## src/rtl/fetch_pkg.sv

```systemverilog
// Shared types and constants for the instruction fetch stage.
package fetch_pkg;

  typedef enum logic [2:0] {
    IDLE = 3'd0,
    REQ  = 3'd1,
    WAIT = 3'd2,
    HOLD = 3'd3,
    DROP = 3'd4
  } fetch_state_t;

  localparam logic [31:0] NOP_INSTR       = 32'h0000_0000;
  localparam logic [31:0] ADDR_ALIGN_MASK = 32'hFFFF_FFFC;

endpackage

```

## src/rtl/fetch_skid_buf.sv

```systemverilog
// One-entry instruction+PC holding buffer used when decode stalls on a returning fetch.
module fetch_skid_buf #(
  parameter int DATA_W = 32
) (
  input  logic              clk,
  input  logic              rst_n,
  input  logic              load,
  input  logic              drain,
  input  logic              clear,
  input  logic [DATA_W-1:0] instr_in,
  input  logic [DATA_W-1:0] pc_in,
  output logic              valid,
  output logic [DATA_W-1:0] instr,
  output logic [DATA_W-1:0] pc
);

  always_ff @(posedge clk or negedge rst_n) begin
    if (!rst_n) begin
      valid <= 1'b0;
      instr <= '0;
      pc    <= '0;
    end else if (clear) begin
      valid <= 1'b0;
    end else if (load) begin
      valid <= 1'b1;
      instr <= instr_in;
      pc    <= pc_in;
    end else if (drain) begin
      valid <= 1'b0;
    end
  end

endmodule

```

## src/rtl/instr_fetch.sv

```systemverilog
// Fetch stage: one outstanding imem read, registered decode output, flush handling.
// Optional FETCH_ALIGN_CHECK_EN blocks misaligned fetches and raises a sticky misalign_err.
module instr_fetch
  import fetch_pkg::*;
#(
  parameter int              DATA_W = 32,
  parameter logic [DATA_W-1:0] NOP  = NOP_INSTR
) (
  input  logic              clk,
  input  logic              rst_n,
  input  logic [DATA_W-1:0] pc_in,
  output logic              pc_en,
  input  logic              flush,
  output logic              imem_req,
  output logic [DATA_W-1:0] imem_addr,
  input  logic              imem_gnt,
  input  logic              imem_rvalid,
  input  logic [DATA_W-1:0] imem_rdata,
  output logic              id_valid,
  input  logic              id_ready,
  output logic [DATA_W-1:0] id_instr,
  output logic [DATA_W-1:0] id_pc,
`ifdef FETCH_ALIGN_CHECK_EN
  output logic              misalign_err,
`endif
  output fetch_state_t      fsm_state
);

  // Handshakes: imem transfer when imem_req && imem_gnt, one rvalid per grant;
  // decode transfer when id_valid && id_ready, id_* held stable while stalled.

  fetch_state_t      state_q, state_d;
  logic [DATA_W-1:0] req_pc;
  logic              misaligned;
  logic              grant;
  logic              out_free;
  logic              load_out;
  logic              load_skid;
  logic              drain_skid;
  logic              skid_valid;
  logic [DATA_W-1:0] skid_instr;
  logic [DATA_W-1:0] skid_pc;

`ifdef FETCH_ALIGN_CHECK_EN
  assign misaligned = |(pc_in[1:0] & ~ADDR_ALIGN_MASK[1:0]);
`else
  assign misaligned = 1'b0;
`endif

  assign imem_addr = {pc_in[DATA_W-1:2], 2'b00};
  assign out_free  = !id_valid || id_ready;
  assign fsm_state = state_q;

  always_ff @(posedge clk or negedge rst_n) begin
    if (!rst_n) state_q <= IDLE;
    else        state_q <= state_d;
  end

  always_comb begin
    state_d    = state_q;
    imem_req   = 1'b0;
    pc_en      = flush;
    grant      = 1'b0;
    load_out   = 1'b0;
    load_skid  = 1'b0;
    drain_skid = 1'b0;
    case (state_q)
      IDLE: state_d = REQ;
      REQ: begin
        imem_req = !flush && out_free && !misaligned;
        if (imem_req && imem_gnt) begin
          grant   = 1'b1;
          pc_en   = 1'b1;
          state_d = WAIT;
        end
      end
      WAIT: begin
        if (flush) begin
          state_d = imem_rvalid ? REQ : DROP;
        end else if (imem_rvalid) begin
          if (out_free) begin
            load_out = 1'b1;
            state_d  = REQ;
          end else begin
            load_skid = 1'b1;
            state_d   = HOLD;
          end
        end
      end
      HOLD: begin
        if (flush) begin
          state_d = REQ;
        end else if (id_ready) begin
          drain_skid = 1'b1;
          state_d    = REQ;
        end
      end
      // A flush here keeps waiting for the one discarded response still owed.
      DROP: if (imem_rvalid) state_d = REQ;
      default: state_d = IDLE;
    endcase
  end

  always_ff @(posedge clk or negedge rst_n) begin
    if (!rst_n)     req_pc <= '0;
    else if (grant) req_pc <= pc_in;
  end

  always_ff @(posedge clk or negedge rst_n) begin
    if (!rst_n) begin
      id_valid <= 1'b0;
      id_instr <= NOP;
      id_pc    <= '0;
    end else if (flush) begin
      id_valid <= 1'b0;
      id_instr <= NOP;
    end else if (load_out) begin
      id_valid <= 1'b1;
      id_instr <= imem_rdata;
      id_pc    <= req_pc;
    end else if (drain_skid) begin
      id_valid <= 1'b1;
      id_instr <= skid_instr;
      id_pc    <= skid_pc;
    end else if (id_valid && id_ready) begin
      id_valid <= 1'b0;
    end
  end

  fetch_skid_buf #(.DATA_W(DATA_W)) u_skid (
    .clk      (clk),
    .rst_n    (rst_n),
    .load     (load_skid),
    .drain    (drain_skid),
    .clear    (flush),
    .instr_in (imem_rdata),
    .pc_in    (req_pc),
    .valid    (skid_valid),
    .instr    (skid_instr),
    .pc       (skid_pc)
  );

`ifdef FETCH_ALIGN_CHECK_EN
  always_ff @(posedge clk or negedge rst_n) begin
    if (!rst_n)                             misalign_err <= 1'b0;
    else if (flush)                         misalign_err <= 1'b0;
    else if (state_q == REQ && misaligned)  misalign_err <= 1'b1;
  end
`endif

  // Skid occupancy mirrors HOLD; kept as a consistency check on the FSM.
  always_ff @(posedge clk) begin
    if (rst_n && state_q == HOLD) assert (skid_valid);
  end

endmodule

```

## config.mk

```make
export PLATFORM = sky130hd
export DESIGN_NAME = instr_fetch
export DESIGN_NICKNAME = d
export VERILOG_FILES = /design/src/rtl/fetch_pkg.sv /design/src/rtl/fetch_skid_buf.sv /design/src/rtl/instr_fetch.sv
export SDC_FILE = /design/constraint.sdc
export NUM_CORES = 1
export LEC_CHECK = 0
export CORE_MARGIN = 4
export CORE_UTILIZATION = 46
export CTS_CLUSTER_SIZE = 24
export DETAILED_ROUTE_END_ITERATION = 12
export PLACE_DENSITY = 0.87
export SLEW_MARGIN = 20
export SYNTH_ARGS = -nofsm -noshare
export SYNTH_HDL_FRONTEND = slang
export SYNTH_SLANG_ARGS = --single-unit
```

## constraint.sdc

```tcl
create_clock -name clk -period 1.8 [get_ports clk]
set_input_delay 0.27 -clock clk [delete_from_list [all_inputs] [get_ports clk]]
set_output_delay 0.27 -clock clk [all_outputs]
set_load 0.01 [all_outputs]
```

### After elaboration in Yosys (flattened, before gate mapping)

Cells that the tools add are included.

| storage, ports and cells | value |
|---|---|
| output and inout bits | 102 |
| input bits | 70 |
| register bits after elaboration | 164 |
| word-level logic and storage cells | 63 |

| cells by class | value |
|---|---|
| eq/ne operators | 8 |
| muxes and demuxes | 34 |
| reduce and logical (&&, ||, !) cells | 13 |
| bitwise logic cells | 1 |

Operator list:

| cell | count |
|---|---|
| $mux 32 | 5 |
| $mux 3 | 7 |
| $mux 1 | 20 |
| $pmux 3 s5 | 1 |
| $eq 3x2->1 const B | 2 |
| $ne 3x3->1 const B | 2 |
| $ne 2x2->1 const B | 2 |
| $reduce_and 2->1 | 2 |
| $reduce_and 4->1 | 1 |
| $reduce_bool 4->1 | 1 |
| $eq 3x1->1 const B | 1 |
| $eq 3x3->1 const B | 1 |
| $logic_and 1x1->1 | 3 |
| $logic_not 3->1 | 1 |
| $reduce_bool 3->1 | 1 |
| $logic_not 1->1 | 2 |
| $mux 2 | 1 |
| $reduce_bool 2->1 | 1 |
| $logic_or 1x1->1 | 1 |
| $not 1->1 | 1 |

### Logic depth before layout (Yosys ltp)

Gate-level depths: netlist (run 1).

| depth | value |
|---|---|
| depth after elaboration | 8 |
| gate-level depth with buffers | 6 |
| mapped depth without buffers | 3 |

### Cells and area by module

Synthesis (run 1) repeated with hierarchy kept, for this count alone.

| unflattened totals | value |
|---|---|
| cells, all modules | 575 |
| area, all modules | 7,651.1 um^2 |

By module, submodules not included:

| module | sequential area each (um^2) | area an instance (um^2) | cells each | times used |
|---|---|---|---|---|
| instr_fetch | 2,502.4 | 4,909.7 | 435 | 1 |
| fetch_skid_buf | 1,626.6 | 2,741.4 | 140 | 1 |

### Worst setup path before layout (run 1)

Ideal clock, no wire load.

| timing path | value |
|---|---|
| kind | reg-to-reg |
| from | reg state_q[0], in the netlist fsm_state[0] |
| to | reg req_pc[0] |
| library setup time | 0.125 ns |
| slack | 0.050 ns |
| stages on the path, launching flop included | 6 |
| required time | 1.675 ns |
| path buffers | 2 |
| arrival | 1.625 ns |
| clock period less this slack | 1.750 ns |
| cell sequence | dfrtp_1 > nand2b_1 > buf_4 > nor4_4 > buf_6 > mux2_4 |

| between the ends | value |
|---|---|
| cells in the longest elaborated chain, start to end | 2 |

RTL lines:

| what | RTL line | text |
|---|---|---|
| start, declared | instr_fetch.sv:32 | `fetch_state_t state_q, state_d;` |
| start signal, assigned | instr_fetch.sv:56 | `else state_q <= state_d;` |
| $eq 3x1->1 | instr_fetch.sv:67 | `case (state_q)` |
| $mux 1 | instr_fetch.sv:67 |  |
| end signal, assigned | instr_fetch.sv:106 | `else if (grant) req_pc <= pc_in;` |
| end, declared | instr_fetch.sv:33 | `logic [DATA_W-1:0] req_pc;` |

No other way between the ends.
A chain may end at the register's enable or synchronous reset.

### Final worst setup path (run 1)

| timing path | value |
|---|---|
| from | reg state_q[2], in the netlist fsm_state[2] |
| to | reg id_instr[30] |

| between the ends | value |
|---|---|
| cells in the longest elaborated chain, start to end | 4 |
| elaborated cells between the ends (all ways) | 7 |
| classes of those cells | eq/ne: 2; mux: 4; reduce/logical: 1 |

RTL lines:

| what | RTL line | text |
|---|---|---|
| $eq 3x2->1 | instr_fetch.sv:67 |  |
| $mux 1 | instr_fetch.sv:67 |  |
| $mux 32 | instr_fetch.sv:117 | `end else if (load_out) begin` |
| $mux 32 | instr_fetch.sv:114 | `end else if (flush) begin` |
| end signal, assigned | instr_fetch.sv:119 | `id_instr <= imem_rdata;` |
| end signal, assigned | instr_fetch.sv:123 | `id_instr <= skid_instr;` |
| end, declared | instr_fetch.sv:21 | `output logic [DATA_W-1:0] id_instr,` |

Several ways; a longest one is shown, not always the timed one.

==> key figures, run 1 <==
Route
  – Routed wire length: 24,800 um
  – DRT antenna net count: 0
  – First-pass DRT Iterations: 5
  – Wire per inst: 24.0 um
  – Iter 0 DRT Violations: 482
  – Vias post-DR: 6,399
  – Drt drc: 0
  – Vias per inst: 6.19

Final layout
  – Fraction of layout cells with a size suffix above 1: 31.7%
  – Area Growth Syn to Fin: 45.2%
  – Most frequent cells in the layout: dfrtp_1, clkdlybuf4s50_1, mux2_4
  – Inserted Diodes: 0
  – Final Cell Area: 11,300 um^2
  – Nets: 871
  – Final non-filler cell total: 1,034

Worst setup path
  – Critical Path Source Type: flip-flop
  – WP data arrival: 2.26 ns
  – RR Startpoint: fsm_state[2]
  – Crit. Startpoint: fsm_state[2]
  – R2R Setup Slk: -0.12 ns
  – CP endpoint kind: flip-flop
  – Worst Setup Path Type: flip-flop to flip-flop
  – Crit path max fanout: 8
  – WP data required: 2.14 ns

Run status
  – Failing checks: negative setup slack
  – Run status: finished, violations left

STA
  – Setup violators final: 107
  – FMAX: 0.521 GHz
  – Worst slew pin tran: 0.747 ns
  – Endpoints failing hold: 0
  – WHS: 0.376 ns
  – Tmin final: 1.92 ns
  – Final period utilization: 107%
  – Post-route worst setup slack: -0.118 ns
  – RSZ-0062 raised after global routing: yes
  – Clock skew: 0.00901 ns
  – Fin. max-slew vios: 0
  – Max-slew headroom: 50.2%

CTS
  – Clock Sinks: 164
  – Clock root buffer: clkbuf_16
  – CTS Buf Count: 17
  – Clk Latency, worst-skew pair: 0.43 ns
  – TritonCTS clock tree: built
  – Clock Tree Buf Depth: 2
  – H-Tree Depth: 4
  – Clock Pin Slew Worst Setup and Hold Paths: 0.06 ns

Pwr
  – Leakage: 4.81 nW
  – Peak supply drop: 0.680 mV
  – Power per Cell Area: 935 nW/um^2

Floorplan
  – Die X: 138 um
  – Num rows: 47
  – Die area: 19,100 um^2
  – Die height: 138 um
  – I/O pin count: 172
  – Core footprint: 16,600 um^2
  – Initial Util: 47.0%

Synth
  – Post-synth cell types: 32
  – Async S/R FF share, synth: 100%
  – Mapped Avg Cell Area: 12.1 um^2
  – Seq/Total Area, Yosys: 52.6%
  – Area of the mapped netlist: 7790 um^2
  – Yosys warns: 0
  – EDFF count, synth: 0
  – Seq cells post-synth: 164
  – Post-Synthesis Cells: 646
  – Primary FF master, synth: dfrtp_1

Placement
  – Placed cell count: 976
  – DP Area: 9670 um^2
  – I/O Buffers: 169
  – Dpl hpwl: 13,400 um
  – RePlAce Congestion: 0.796

Global routing
  – First-pass GRT wire length: 37,400 um
  – Vias in the first global route: 6,761
  – Largest net degree at the start of global routing: 58
  – Initial antenna violation count: 0
  – Overflow after GRT: 0
  – Total track usage: 24.2%

Hold path
  – HP Class: input port to asynchronous set/reset pin

Run
  – Max_cap viols: 0
==> synth_stat cells, drive strengths merged, types with 2 or more instances <==
cell type,number,share of area [%]
o21ai,33,2.1
a21oi,2,0.13
clkbuf,43,2.1
dfrtp,164,53
nand2b,4,0.32
buf,57,5.4
nand3b,34,3.3
nor2b,3,0.24
a31oi,64,5.1
mux2,96,18
nor4,66,5.5
nor2,2,0.096
or3,2,0.16
nand3,64,4.1
==> worst max-delay path, stage by stage, from the launching register on <==
cell       delay (ns)
dfrtp_2          0.42
buf_6            0.13
nand4bb_4        0.20
buf_6            0.14
buf_6            0.11
or3_4            0.43
clkbuf_16        0.22
a31oi_1          0.17
==> what timing repair did <==
item / in CTS / in global routing
hold buffers: 1 / 0
setup endpoints to repair: 104 / 163
gates resized for setup: 52 / 73
setup buffers: 16 / 2
gates cloned: 6 / 4
pin swaps: 7 / 5
endpoints found under the hold margin: 45 / 0
==> sequential cells by signal (all words and copies together) (netlist names) <==
name / flops
id_pc: 32
fsm_state: 3
id_valid: 1
id_instr: 32
u_skid.instr: 32
req_pc: 32
u_skid.pc: 32
==> metal layers <==
metal	wire (um)	GRT usage (%)	up-vias
li1	-	-	2690
met1	9730	31.8	3261
met2	12600	39.6	386
met3	1850	5.97	62
met4	599	8.27	0
met5	0	0	-
==> cells by family (layout without fill, tap and decap cells) <==
| group | after synthesis | after routing | share of synthesized area (%) |
|---|---|---|---|
| other | 1 | 2 | 0.0481 |
| flip-flops | 164 | 164 | 52.6 |
| AND/OR/NAND/NOR | 181 | 181 | 14.3 |
| AO/OA/AOI/OAI | 103 | 103 | 7.82 |
| buffers and inverters | 101 | 268 | 7.50 |
| multiplexers | 96 | 96 | 17.7 |
==> worst paths after layout <==
path,endpoint,depth (start not counted)
max,id_instr[30],7
min,id_instr[28],2
max reg2reg,id_instr[30],7
min reg2reg,u_skid.pc[18],1
max in group asynchronous,u_skid.instr[1],3
min in group clk,id_valid,3
==> area by class of cell <==
cell class | count | area (um^2)
Clock buffer | 21 | 470
Clock inverter | 11 | 175
Fill cell | 1107 | 5270
Inverter | 1 | 3.75
Multi-Input combinational cell | 382 | 3690
Sequential cell | 164 | 4110
Tap cell | 220 | 275
Timing Repair Buffer | 235 | 2590
==> where the power goes <==
part / leakage [nW] / total, mW / switching, mW / internal, mW
Sequential: 2.19 / 4.53 / 0.391 / 4.14
Clock: 0.309 / 3.95 / 1.51 / 2.44
Combinational: 2.31 / 2.10 / 0.925 / 1.17
==> metrics by stage <==
stage / setup slack, ns / setup TNS [ns] / power (mW) / util (%)
2_1_floorplan: 0.0497 / 0 / 5.36 / -
3_3_place_gp: -0.366 / -35.99 / 6.42 / 58.3
3_5_place_dp: -0.374 / -38.88 / 6.49 / 58.3
4_1_cts: -0.143 / -10.05 / 10.5 / 65.1
5_1_grt: -0.195 / -12.63 / 11.0 / 68.2
6_report: -0.118 / -7.87 / 10.6 / 68.2
No activity file was read; power rests on OpenSTA's default activity.
==> inputs of run 2 (changes only) <==
--- a/config.mk
+++ b/config.mk
@@ -5,6 +5,7 @@
 export SDC_FILE = /design/constraint.sdc
 export NUM_CORES = 1
 export LEC_CHECK = 0
+export CORE_ASPECT_RATIO = 1.25
 export CORE_MARGIN = 4
 export CORE_UTILIZATION = 46
 export CTS_CLUSTER_SIZE = 24
==> run 2 against run 1 <==
The flow still finishes with violations (negative setup slack). Register-to-register slack improved by 0.05 ns. Clock skew shrank 0.00063 ns. Critical path depth decreased by 2. Clock power shrank 9.6%. Largest cell class unchanged.
==> key figures, run 2 (synthesized netlist as in run 1, its figures left out) <==
Worst setup path
  – WP data required: 2.10 ns
  – Crit path max fanout: 30
  – WP data arrival: 2.17 ns
  – Worst Setup Path Type: flip-flop to flip-flop
  – Critical Path Source Type: flip-flop
  – Reg2reg path depth: 5
  – R2R Setup Slk: -0.07 ns
  – CP endpoint kind: flip-flop
  – RR Startpoint: fsm_state[2]
  – Reg2reg end: u_skid.pc[21]

Global routing
  – First-pass GRT wire length: 34,700 um
  – Total track usage: 22.4%
  – Overflow after GRT: 0
  – Initial antenna violation count: 2
  – Vias in the first global route: 6,396
  – Largest net degree at the start of global routing: 65

Run
  – Max_cap viols: 0

STA
  – Setup TNS: -2.70 ns
  – FMAX: 0.535 GHz
  – Clock skew: 0.00838 ns
  – Max-slew headroom: 63.2%
  – Final period utilization: 104%
  – RSZ-0062 raised after global routing: yes
  – Fin. max-slew vios: 0
  – Setup violators final: 65
  – Endpoints failing hold: 0
  – Tmin final: 1.87 ns
  – Worst slew pin tran: 0.552 ns
  – Post-route worst setup slack: -0.0704 ns

Placement
  – DP Area: 9690 um^2
  – Dpl hpwl: 13,600 um
  – I/O Buffers: 169
  – RePlAce Congestion: 0.783
  – Worst slack at placement: -0.291 ns

Route
  – Drt drc: 0
  – Vias post-DR: 6,028
  – Routed wire length: 21,300 um
  – Vias per inst: 5.96
  – First-pass DRT Iterations: 5
  – DRT antenna net count: 0
  – Wire per inst: 21.0 um
  – Iter 0 DRT Violations: 540

CTS
  – Clk Latency, worst-skew pair: 0.42 ns
  – H-Tree Depth: 4
  – Clock Sinks: 164
  – Clock Pin Slew Worst Setup and Hold Paths: 0.07 ns
  – Clock Tree Buf Depth: 2
  – TritonCTS clock tree: built
  – CTS Buf Count: 17
  – Clock root buffer: clkbuf_16

Pwr
  – Power, Total: 10.0 mW
  – Reg power frac: 45.0%
  – Peak supply drop: 0.539 mV
  – Sw frac: 27.4%
  – Comb pwr share: 19.4%
  – Psw: 2.75 mW
  – Leakage: 4.55 nW
  – Power share of the clock group: 35.5%
  – Pint: 7.28 mW
  – Power per Cell Area: 968 nW/um^2

Floorplan
  – Die X: 124 um
  – I/O pin count: 172
  – Initial Util: 47.5%
  – Die height: 154 um
  – Core footprint: 16,400 um^2
  – Die area: 19,100 um^2
  – Num rows: 52

Final layout
  – Inserted Diodes: 0
  – Final Cell Area: 10,400 um^2
  – Commonest non-fill, non-tap cell in the layout: dfrtp_1
  – Most frequent cells in the layout: dfrtp_1, clkdlybuf4s50_1, mux2_4
  – Nets: 853
  – Fraction of layout cells with a size suffix above 1: 23.1%
  – Area Growth Syn to Fin: 33.0%
  – Post-Route Utilization: 63.2%
  – Fillers: 1,253

Run status
  – Failing checks: negative setup slack
  – Run status: finished, violations left

Hold path
  – Hold EP: id_valid
  – HP Start: flush
  – Hold Path Stages: 3
  – HP Class: input port to flip-flop
## run 2: what timing repair did
item	4_1_cts	5_1_grt
gates resized for setup	12	13
hold buffers	1	0
endpoints found under the hold margin	39	0
pin swaps	0	3
endpoints found under the setup margin	8	76
buffers inserted	2	3
## run 2: area by class of cell
type	instances	area, um^2	share of cell area (%)
Clock inverter	12	120	1.16
Tap cell	216	270	2.61
Timing Repair Buffer	217	2210	21.3
Inverter	1	3.75	0.0362
Clock buffer	20	467	4.50
Multi-Input combinational cell	382	3190	30.8
Sequential cell	164	4110	39.6
## run 2: through the flow
step                std cells  hold slack [ns]
finish                   1012            0.328
floorplan                 647          -0.0256
global placement          975            0.221
global route             1012            0.336
detailed placement        975            0.226
CTS                      1010            0.304
## run 2: how the worst max path moves through the flow
stage,startpoint,to,depth (start not counted)
6_report,fsm_state[2],u_skid.pc[21],5
5_1_grt,fsm_state[2],u_skid.pc[21],5
4_1_cts,fsm_state[0],pc_en,4
3_5_place_dp,id_ready,id_pc[28],6
3_3_place_gp,id_ready,pc_en,5
2_1_floorplan,fsm_state[0],req_pc[0],5
## run 2: power by group through the flow
stage | registers [mW] | clock network (mW) | logic [mW]
after floorplan | 4.54 | 0 | 0.816
after global placement | 4.54 | 0 | 1.87
after detailed placement | 4.56 | 0 | 1.93
after CTS | 4.50 | 3.62 | 1.95
after global routing | 4.56 | 3.79 | 2.10
final | 4.52 | 3.57 | 1.95
## run 2: layer usage
metal | share of wire [%] | up-vias | track usage (%)
met1 | 41 | 3030 | 29.1
met5 | 0.13 | - | 0
li1 | - | 2655 | -
met2 | 50 | 294 | 36.2
met3 | 6.7 | 45 | 5.38
met4 | 2.2 | 4 | 9.40
## run 2: critical path, stage by stage (launching register included)
cell       delay, ns
dfrtp_1         0.41
buf_4           0.15
nand4bb_4       0.24
or3_4           0.39
buf_12          0.21
mux2_4          0.33
